### src/rtl/pipe_ctrl_pkg.sv
// Shared types and constants for the pipeline control unit.
package pipe_ctrl_pkg;

  localparam int unsigned INST_ADDR_WIDTH = 32;
  localparam logic [INST_ADDR_WIDTH-1:0] INI_INST_ADDR = 32'h0000_0000;

  // Width of the control FSM state register.
  localparam int unsigned CTRL_STATE = 2;

  typedef enum logic [CTRL_STATE-1:0] {
    CtrlRun      = 2'd0,
    CtrlDivWait  = 2'd1,
    CtrlIrqDrain = 2'd2,
    CtrlIrqJump  = 2'd3
  } ctrl_state_e;

  // Counter width able to hold max_cyc without wrapping.
  function automatic int unsigned cnt_width(input int unsigned max_cyc);
    return $clog2(max_cyc) + 1;
  endfunction

endpackage

### src/rtl/stall_cnt.sv
// Cleared, saturating cycle counter shared by the divide and interrupt-drain waits.
module stall_cnt
  import pipe_ctrl_pkg::*;
#(
  parameter int unsigned W = 4
) (
  input  logic         clk,
  input  logic         rst,
  input  logic         i_clr,
  input  logic         i_en,
  output logic [W-1:0] o_cnt
);

  logic [W-1:0] r_cnt;

  // Clear has priority; counting stops at all-ones instead of wrapping.
  always_ff @(posedge clk or negedge rst) begin
    if (!rst) begin
      r_cnt <= '0;
    end else if (i_clr) begin
      r_cnt <= '0;
    end else if (i_en && (r_cnt != {W{1'b1}})) begin
      r_cnt <= r_cnt + W'(1);
    end
  end

  assign o_cnt = r_cnt;

endmodule

### src/rtl/pipe_ctrl.sv
// Pipeline control unit: hold/flush strobes for PC, IF/ID and ID/EX, and sequencing of
// load-use stalls, divide stalls, jump redirects and interrupt entry.
// Interrupt support is compiled in only when PIPE_CTRL_IRQ_EN is defined.
module pipe_ctrl
  import pipe_ctrl_pkg::*;
#(
  parameter int unsigned DIV_MAX_CYC = 40,
  // Must fit in the counter, i.e. DRAIN_CYC <= DIV_MAX_CYC, and be at least 1.
  parameter int unsigned DRAIN_CYC   = 2
) (
  input  logic                       clk,
  input  logic                       rst,
  input  logic                       ld_use_i,
  input  logic                       div_start_i,
  input  logic                       div_done_i,
  input  logic                       jump_i,
  input  logic [INST_ADDR_WIDTH-1:0] jump_addr_i,
  input  logic                       irq_i,
  input  logic [INST_ADDR_WIDTH-1:0] irq_addr_i,
  input  logic [INST_ADDR_WIDTH-1:0] id_inst_addr_i,
  output logic                       pc_hold_o,
  output logic                       ifid_hold_o,
  output logic                       idex_hold_o,
  output logic                       ifid_flush_o,
  output logic                       idex_flush_o,
  output logic                       pc_load_o,
  output logic [INST_ADDR_WIDTH-1:0] pc_target_o,
  output logic                       irq_ack_o,
  output logic [INST_ADDR_WIDTH-1:0] irq_epc_o,
  output logic                       div_timeout_o
);

  localparam int unsigned CntW = cnt_width(DIV_MAX_CYC);
  localparam logic [CntW-1:0] DivLast = CntW'(DIV_MAX_CYC - 1);

  ctrl_state_e         r_state;
  ctrl_state_e         w_state_d;
  logic [CntW-1:0]     w_cnt;
  logic                w_cnt_run;

`ifdef PIPE_CTRL_IRQ_EN
  localparam logic [CntW-1:0] DrainLast = CntW'(DRAIN_CYC - 1);

  logic [INST_ADDR_WIDTH-1:0] r_epc;
  logic [INST_ADDR_WIDTH-1:0] w_epc_d;
`else
  logic w_unused;
  assign w_unused = ^{irq_i, irq_addr_i, id_inst_addr_i, (DRAIN_CYC != 0)};
`endif

  // Counter runs only in the two wait states; it is held at zero elsewhere so each
  // wait starts from zero.
  assign w_cnt_run = (r_state == CtrlDivWait) || (r_state == CtrlIrqDrain);

  stall_cnt #(
    .W(CntW)
  ) u_stall_cnt (
    .clk  (clk),
    .rst  (rst),
    .i_clr(!w_cnt_run),
    .i_en (w_cnt_run),
    .o_cnt(w_cnt)
  );

  // Next state, EPC update and all strobes, forced low while reset is asserted.
  always_comb begin
    w_state_d     = r_state;
`ifdef PIPE_CTRL_IRQ_EN
    w_epc_d       = r_epc;
`endif
    pc_hold_o     = 1'b0;
    ifid_hold_o   = 1'b0;
    idex_hold_o   = 1'b0;
    ifid_flush_o  = 1'b0;
    idex_flush_o  = 1'b0;
    pc_load_o     = 1'b0;
    pc_target_o   = '0;
    irq_ack_o     = 1'b0;
    div_timeout_o = 1'b0;

    unique case (r_state)
      CtrlRun: begin
        if (jump_i) begin
          pc_load_o    = 1'b1;
          pc_target_o  = jump_addr_i;
          ifid_flush_o = 1'b1;
          idex_flush_o = 1'b1;
        end else if (div_start_i) begin
          pc_hold_o   = 1'b1;
          ifid_hold_o = 1'b1;
          idex_hold_o = 1'b1;
          // A single-cycle divide completes immediately and never enters the wait.
          if (!div_done_i) w_state_d = CtrlDivWait;
        end else if (ld_use_i) begin
          pc_hold_o    = 1'b1;
          ifid_hold_o  = 1'b1;
          idex_flush_o = 1'b1;
`ifdef PIPE_CTRL_IRQ_EN
        end else if (irq_i) begin
          pc_hold_o    = 1'b1;
          ifid_flush_o = 1'b1;
          idex_flush_o = 1'b1;
          w_epc_d      = id_inst_addr_i;
          w_state_d    = CtrlIrqDrain;
`endif
        end
      end
      CtrlDivWait: begin
        if (div_done_i) begin
          w_state_d = CtrlRun;
        end else if (w_cnt == DivLast) begin
          div_timeout_o = 1'b1;
          w_state_d     = CtrlRun;
        end else begin
          pc_hold_o   = 1'b1;
          ifid_hold_o = 1'b1;
          idex_hold_o = 1'b1;
        end
      end
`ifdef PIPE_CTRL_IRQ_EN
      CtrlIrqDrain: begin
        pc_hold_o    = 1'b1;
        ifid_flush_o = 1'b1;
        idex_flush_o = 1'b1;
        // A jump that was already in EX retires; return to its target instead.
        if (jump_i) w_epc_d = jump_addr_i;
        if (w_cnt == DrainLast) w_state_d = CtrlIrqJump;
      end
      CtrlIrqJump: begin
        pc_load_o   = 1'b1;
        pc_target_o = irq_addr_i;
        irq_ack_o   = 1'b1;
        w_state_d   = CtrlRun;
      end
`endif
      default: w_state_d = CtrlRun;
    endcase

    if (!rst) begin
      pc_hold_o     = 1'b0;
      ifid_hold_o   = 1'b0;
      idex_hold_o   = 1'b0;
      ifid_flush_o  = 1'b0;
      idex_flush_o  = 1'b0;
      pc_load_o     = 1'b0;
      pc_target_o   = '0;
      irq_ack_o     = 1'b0;
      div_timeout_o = 1'b0;
    end
  end

  // FSM state register.
  always_ff @(posedge clk or negedge rst) begin
    if (!rst) begin
      r_state <= CtrlRun;
    end else begin
      r_state <= w_state_d;
    end
  end

`ifdef PIPE_CTRL_IRQ_EN
  // Exception return address register.
  always_ff @(posedge clk or negedge rst) begin
    if (!rst) begin
      r_epc <= INI_INST_ADDR;
    end else begin
      r_epc <= w_epc_d;
    end
  end

  assign irq_epc_o = r_epc;
`else
  assign irq_epc_o = INI_INST_ADDR;
`endif

endmodule
### config.mk
export PLATFORM = sky130hd
export DESIGN_NAME = pipe_ctrl
export DESIGN_NICKNAME = d
export VERILOG_FILES = /design/src/rtl/pipe_ctrl_pkg.sv /design/src/rtl/stall_cnt.sv /design/src/rtl/pipe_ctrl.sv
export SDC_FILE = /design/constraint.sdc
export NUM_CORES = 1
export LEC_CHECK = 0
export ABC_AREA = 1
export CAP_MARGIN = 20
export CORE_ASPECT_RATIO = 1.1
export CORE_MARGIN = 5
export CORE_UTILIZATION = 23
export DETAILED_ROUTE_END_ITERATION = 12
export HOLD_SLACK_MARGIN = 0.03
export PLACE_DENSITY = 0.95
export REMOVE_ABC_BUFFERS = 1
export SYNTH_ARGS = -nofsm -noshare
export SYNTH_HDL_FRONTEND = slang
export SYNTH_SLANG_ARGS = --single-unit
### constraint.sdc
create_clock -name clk -period 3.65 [get_ports clk]
set_input_delay 0.365 -clock clk [delete_from_list [all_inputs] [get_ports clk]]
set_output_delay 0.365 -clock clk [all_outputs]
set_load 0.01 [all_outputs]
**After elaboration in Yosys (flattened, before gate mapping)**

Index checks and enable logic that the tools add are counted.

- Flip-flop bits (word level): 9
- Bits in latches: 0
- RAM bits: 0
- Memory bits (read-only): 0
- Input port bits: 103
- Output and inout bits: 72
- Logic and storage cells: 49
- Memories: 0

- Add/sub/neg operators: 1
- $mul: 0
- Div/mod/pow operators: 0
- Order comparisons: 0
- Equality and inequality tests: 9
- Shift operators: 0
- Multiplexer cells: 33
- Bitwise gates (word level): 0
- Reductions and logical operators: 4

Operators by type and width:

| operator | number |
|---|---|
| $mux W32 | 3 |
| $mux W1 | 20 |
| $mux W7 | 2 |
| $mux W2 | 5 |
| $ne A2 B2 Y1 const B | 4 |
| $add A7 B1 Y7 const B | 1 |
| $eq A7 B6 Y1 const B | 1 |
| $ne A7 B7 Y1 const B | 1 |
| $pmux W1 S2 | 2 |
| $pmux W2 S2 | 1 |
| $reduce_and A4 Y1 | 1 |
| $ne A3 B2 Y1 const B | 1 |
| $eq A2 B1 Y1 const B | 1 |
| $eq A2 B2 Y1 const B | 1 |
| $logic_not A2 Y1 | 1 |
| $logic_and A1 B1 Y1 | 1 |
| $logic_or A1 B1 Y1 | 1 |

**Depth between registers and ports, before layout**

- Word-level depth: 5
- Gate-level depth with buffers: 7
- Depth with buffers taken out: 6

**Hierarchy**

From an unflattened synthesis, not the netlist that was laid out.

- Cell total of the unflattened synthesis: 196
- Area, all modules: 1142.3 um^2

Modules (own cells, without submodules):

| module | times used | cells an instance | area each (um^2) | seq. area each (um^2) |
|---|---|---|---|---|
| pipe_ctrl | 1 | 134 | 700.7 | 25.0 |
| stall_cnt | 1 | 62 | 441.7 | 175.2 |

**Least setup slack after synthesis**

No wires, ideal clock.

- Kind: register to output
- Start point: register u_stall_cnt.r_cnt[0], in the netlist u_stall_cnt.o_cnt[0]
- End point: output port pc_hold_o
- Data arrival time: 1.294 ns
- Data required time: 3.285 ns
- Path slack: 1.991 ns
- Cell stages (with the launch flop): 8
- Buffers on the path: 1
- Path through: dfrtp_1 -> ha_1 -> nand2_1 -> nor2_1 -> nand3b_1 -> nand2_1 -> nor2_1 -> buf_4

- Longest elaborated chain between the ends: 5

Ends and longest elaborated chain:

| what | line | text |
|---|---|---|
| start: declaration | stall_cnt.sv:14 | `logic [W-1:0] r_cnt;` |
| start signal: assignment | stall_cnt.sv:23 | `r_cnt <= r_cnt + W'(1);` |
| $eq A7 B6 Y1 | pipe_ctrl.sv:111 | `end else if (w_cnt == DivLast) begin` |
| $mux W1 (2 in series) | -- |  |
| $pmux W1 S2 | -- |  |
| $mux W1 | -- |  |
| end: declaration | pipe_ctrl.sv:21 | `output logic pc_hold_o,` |

Every way passes these cells.

**Final worst setup path**

- Start point: input port rst
- End point: output port pc_target_o[28]

- Longest elaborated chain between the ends: 1

Ends and longest elaborated chain:

| what | line | text |
|---|---|---|
| start: declaration | pipe_ctrl.sv:12 | `input logic rst,` |
| $mux W32 | pipe_ctrl.sv:139 | `if (!rst) begin` |
| end: declaration | pipe_ctrl.sv:27 | `output logic [INST_ADDR_WIDTH-1:0] pc_target_o,` |

Every way passes these cells.

==> results <==
- The run finished with clean final reports.
- The min-delay analysis places its worst path in the category input pin to async pin.
- The maximum count of clock buffers along a single path is 2.
- Before antenna repair, the detailed router went through 4 iterations.
- After legalization and detailed placement, the total HPWL measured 2810 um.
- Ranked by total cell area, the synthesized netlist is headed by buf_4, dfrtp_1, nor2_1.
- In the routed design, unresolved DRC markers number 0.
- The initial utilization of the core area, before any placement, comes to 0.239.
- Counting distinct cell types in the post-synthesis netlist gives 20.
- The layout overhead on the synthesized area is 68.5%.
- The number of max-slew violations in the final report is 0.
- The area of the mapped netlist is 0.00104 mm^2.
- Based on the critical path, the design can be clocked at up to roughly 380 MHz.
- The number of antenna cells inserted is 0.
- The total overflow left after global routing is 0.
- The overall global routing resource usage is 0.100.
- At the end of the flow, the number of nets in the layout was 356.
- The total cell area at the placement stage is 0.00171 mm^2.
- The synthesized instance count is roughly 180.
- The average instance area after synthesis is 5.87 um^2.
- In the synthesized netlist the dominant register cell turns out to be dfrtp_1.
- The total count of hold-check failures in the final report is 0.
- STA puts the critical path data arrival time at 2.29 ns.
- The synthesis warning total is 0.
- The via density per instance is roughly 3.7.
- After synthesis, the most frequently instantiated cells are nor2_1, inv_1, buf_4.
- Counting tap cells, the placed design contains a total of roughly 300 instances.
- The die is 74.1 um wide.
- The number of ports placed on the die boundary is approximately 180.
- In this design, the stage delay of the slowest critical-path cell is 0.77 ns.
- Counting flops with a built-in enable in the synthesized netlist gives 0.
- The count of nets left with antenna violations once routing finished came out at 0.
- In this run the vertical extent of the chip is roughly 81 um.
- After detailed routing, the average wire length per cell comes to 10.8 um.
- Buffers inserted to repair hold after CTS numbered 0.
- TritonCTS created 3 clock buffers.
- The number of antenna violations at the first check in global routing is 0.
- The library cell appearing most often on the critical path is clkdlybuf4s50_1.
- The number of global-route vias before repair was 1093.
- By instance count, the leading cell after synthesis is nor2_1.
- Power spread over the standard cell area amounts to 194 mW/mm^2.
- After clock tree synthesis, the clock-pin slew on the worst setup and hold paths is ~0.040 ns.
- Setup repair after global routing left no endpoint under its margin.
- CTS built an H-tree with a depth of 1.
- The ratio of cells with drive above 1 in the final layout is 0.0280.
- The post-CTS repair timing setup buffer count is 0.
- STA classifies the critical path startpoint as an input pin.
- Clock skew on the completed layout was measured at 0.00776 ns.
- The proportion of synthesized chip area in sequential cells is 0.193.
- The congestion estimate from routability-driven global placement came to approximately 0.84.
- The share of the clock period used by the worst path is 0.728.
- In this run, synthesis produced a sequential element count of 8.
- The kind of capture point of the worst setup path is an output port.
- The pin count of the biggest net entering global routing is 34.
- The classification of the worst setup path is input pin to output port.
- The area of all placed cells without fillers is 0.00175 mm^2.
- The reported max-cap violation count is 0.
- Of all cell types, the one taking the most synthesized area is buf_4.
- The total of endpoints with negative setup slack in the final report is 0.
- In the synthesized netlist the async set-or-reset flop fraction comes to 1.00.
- The initialized floorplan defines 25 standard-cell rows.
- STA puts the critical path data required time at 3.28 ns.
- The final wirelength is ~3300 um.
- During placement, the flow inserted port buffers numbering 76.
- Among all stages on the critical path, the largest delay is contributed by clkdlybuf4s50_1.
- The clock period minus worst slack is 2.66 ns.
- The fraction of post-synthesis cell area in the top cell type by area is 0.260.
- The first-iteration detailed-routing DRC count is 25.
- The root buffer cell chosen for the clock tree is clkbuf_8.
- The floorplan step defined a core boundary enclosing 0.00435 mm^2.
- Clock latency on the worst-skew pair, taken at its later pin, is 0.24 ns.
- The TritonCTS sink count is 8.
- Of all nets on the critical path, the largest fanout is 33.
- The routed layout has 1134 vias.
- The critical path goes through clkdlybuf4s50_1 -> nand2_1 -> buf_4 -> nor2_1 -> clkdlybuf4s50_1.
- The floorplan step defined a die boundary enclosing ~0.0060 mm^2.
- The CTS tree is done.
- The leakage power is 0.937 nW.
- The post-cts gate resize count is 0.
- Counting the fill cells in the layout gives 450.
- For the final routed database, the setup TNS stands at 0 ns.
- Across the VDD grid, the largest voltage drop is between 0.15 and 0.2 mV.
- The total power after layout is roughly 0.34 mW.
- The first global-routing pass estimated 4740 um of wire.
- Once layout is complete, the cells apart from fillers number between 300 and 400.
## cell families after synthesis
family | Yosys count | share of synthesized area
buffers and inverters | 82 | 0.430
other | 1 | 0.00361
AO/OA/AOI/OAI | 6 | 0.0385
adder cells (fa/ha/maj) | 1 | 0.0120
AND/OR/NAND/NOR | 79 | 0.324
flip-flops | 8 | 0.193
## layout by cell type, fill, tap and decap left out
master,netlist,final
nor2_1,44,44
nand3_1,9,9
nor2_4,1,1
o31ai_1,1,1
nor3_1,1,1
or2_1,1,1
nand2_1,21,21
o21bai_1,1,1
o21ai_0,1,1
nand3b_1,1,1
inv_1,42,42
clkbuf_8,0,3
dfrtp_1,8,8
conb_1,1,33
a21oi_1,2,2
o211a_1,1,1
inv_2,1,1
clkdlybuf4s50_1,0,76
ha_1,1,1
buf_4,36,1
nand3_4,1,1
## worst paths after layout
kind,from,endpoint,slack [ns],cells after the start
min reg2reg,u_stall_cnt.o_cnt[6]$_DFFE_PN0P_,u_stall_cnt.o_cnt[6]$_DFFE_PN0P_,0.54,2
max reg2reg,u_stall_cnt.o_cnt[0]$_DFFE_PN0P_,u_stall_cnt.o_cnt[0]$_DFFE_PN0P_,2.38,6
min in group clk,u_stall_cnt.o_cnt[6]$_DFFE_PN0P_,u_stall_cnt.o_cnt[6]$_DFFE_PN0P_,0.54,2
min,rst,u_stall_cnt.o_cnt[2]$_DFFE_PN0P_,0.46,1
max,rst,pc_target_o[28],0.99,5
max in group asynchronous,rst,u_stall_cnt.o_cnt[0]$_DFFE_PN0P_,2.85,1
## cell type report
type | count | area, um^2 | share of cell area
Sequential cell | 8 | 200 | 0.114
Multi-Input combinational cell | 119 | 513 | 0.293
Inverter | 43 | 161 | 0.0921
Clock buffer | 3 | 41.3 | 0.0236
Timing Repair Buffer | 77 | 768 | 0.439
Tap cell | 54 | 67.6 | 0.0386
## through the flow
stage                util  worst slack (ns)  hold slack (ns)
floorplan               -              1.91           0.0694
global placement    0.393             0.980            0.515
global route        0.403             0.820            0.511
finish              0.403             0.993            0.461
CTS                 0.403             0.952            0.475
detailed placement  0.393             0.961            0.537
## state kept, by name, indices dropped and copies added, names as in the netlist
name and count:
r_state 1, u_stall_cnt.o_cnt 7
## metal layers
metal  global-route usage  share of wire
met1               0.0982           0.33
met2                0.200           0.56
met3               0.0138          0.088
met4               0.0453          0.013
met5                    0              0
## power by group
part / internal [mW] / switching [mW]
Sequential: 0.0909 / 0.00360
Clock: 0.0717 / 0.0377
Combinational: 0.0743 / 0.0625
## critical path, delay by kind of cell
family | cells | cell delay, ns
buf+inv | 3 | 1.60
simple gates | 2 | 0.31
Power figures use the tool's default switching activity.
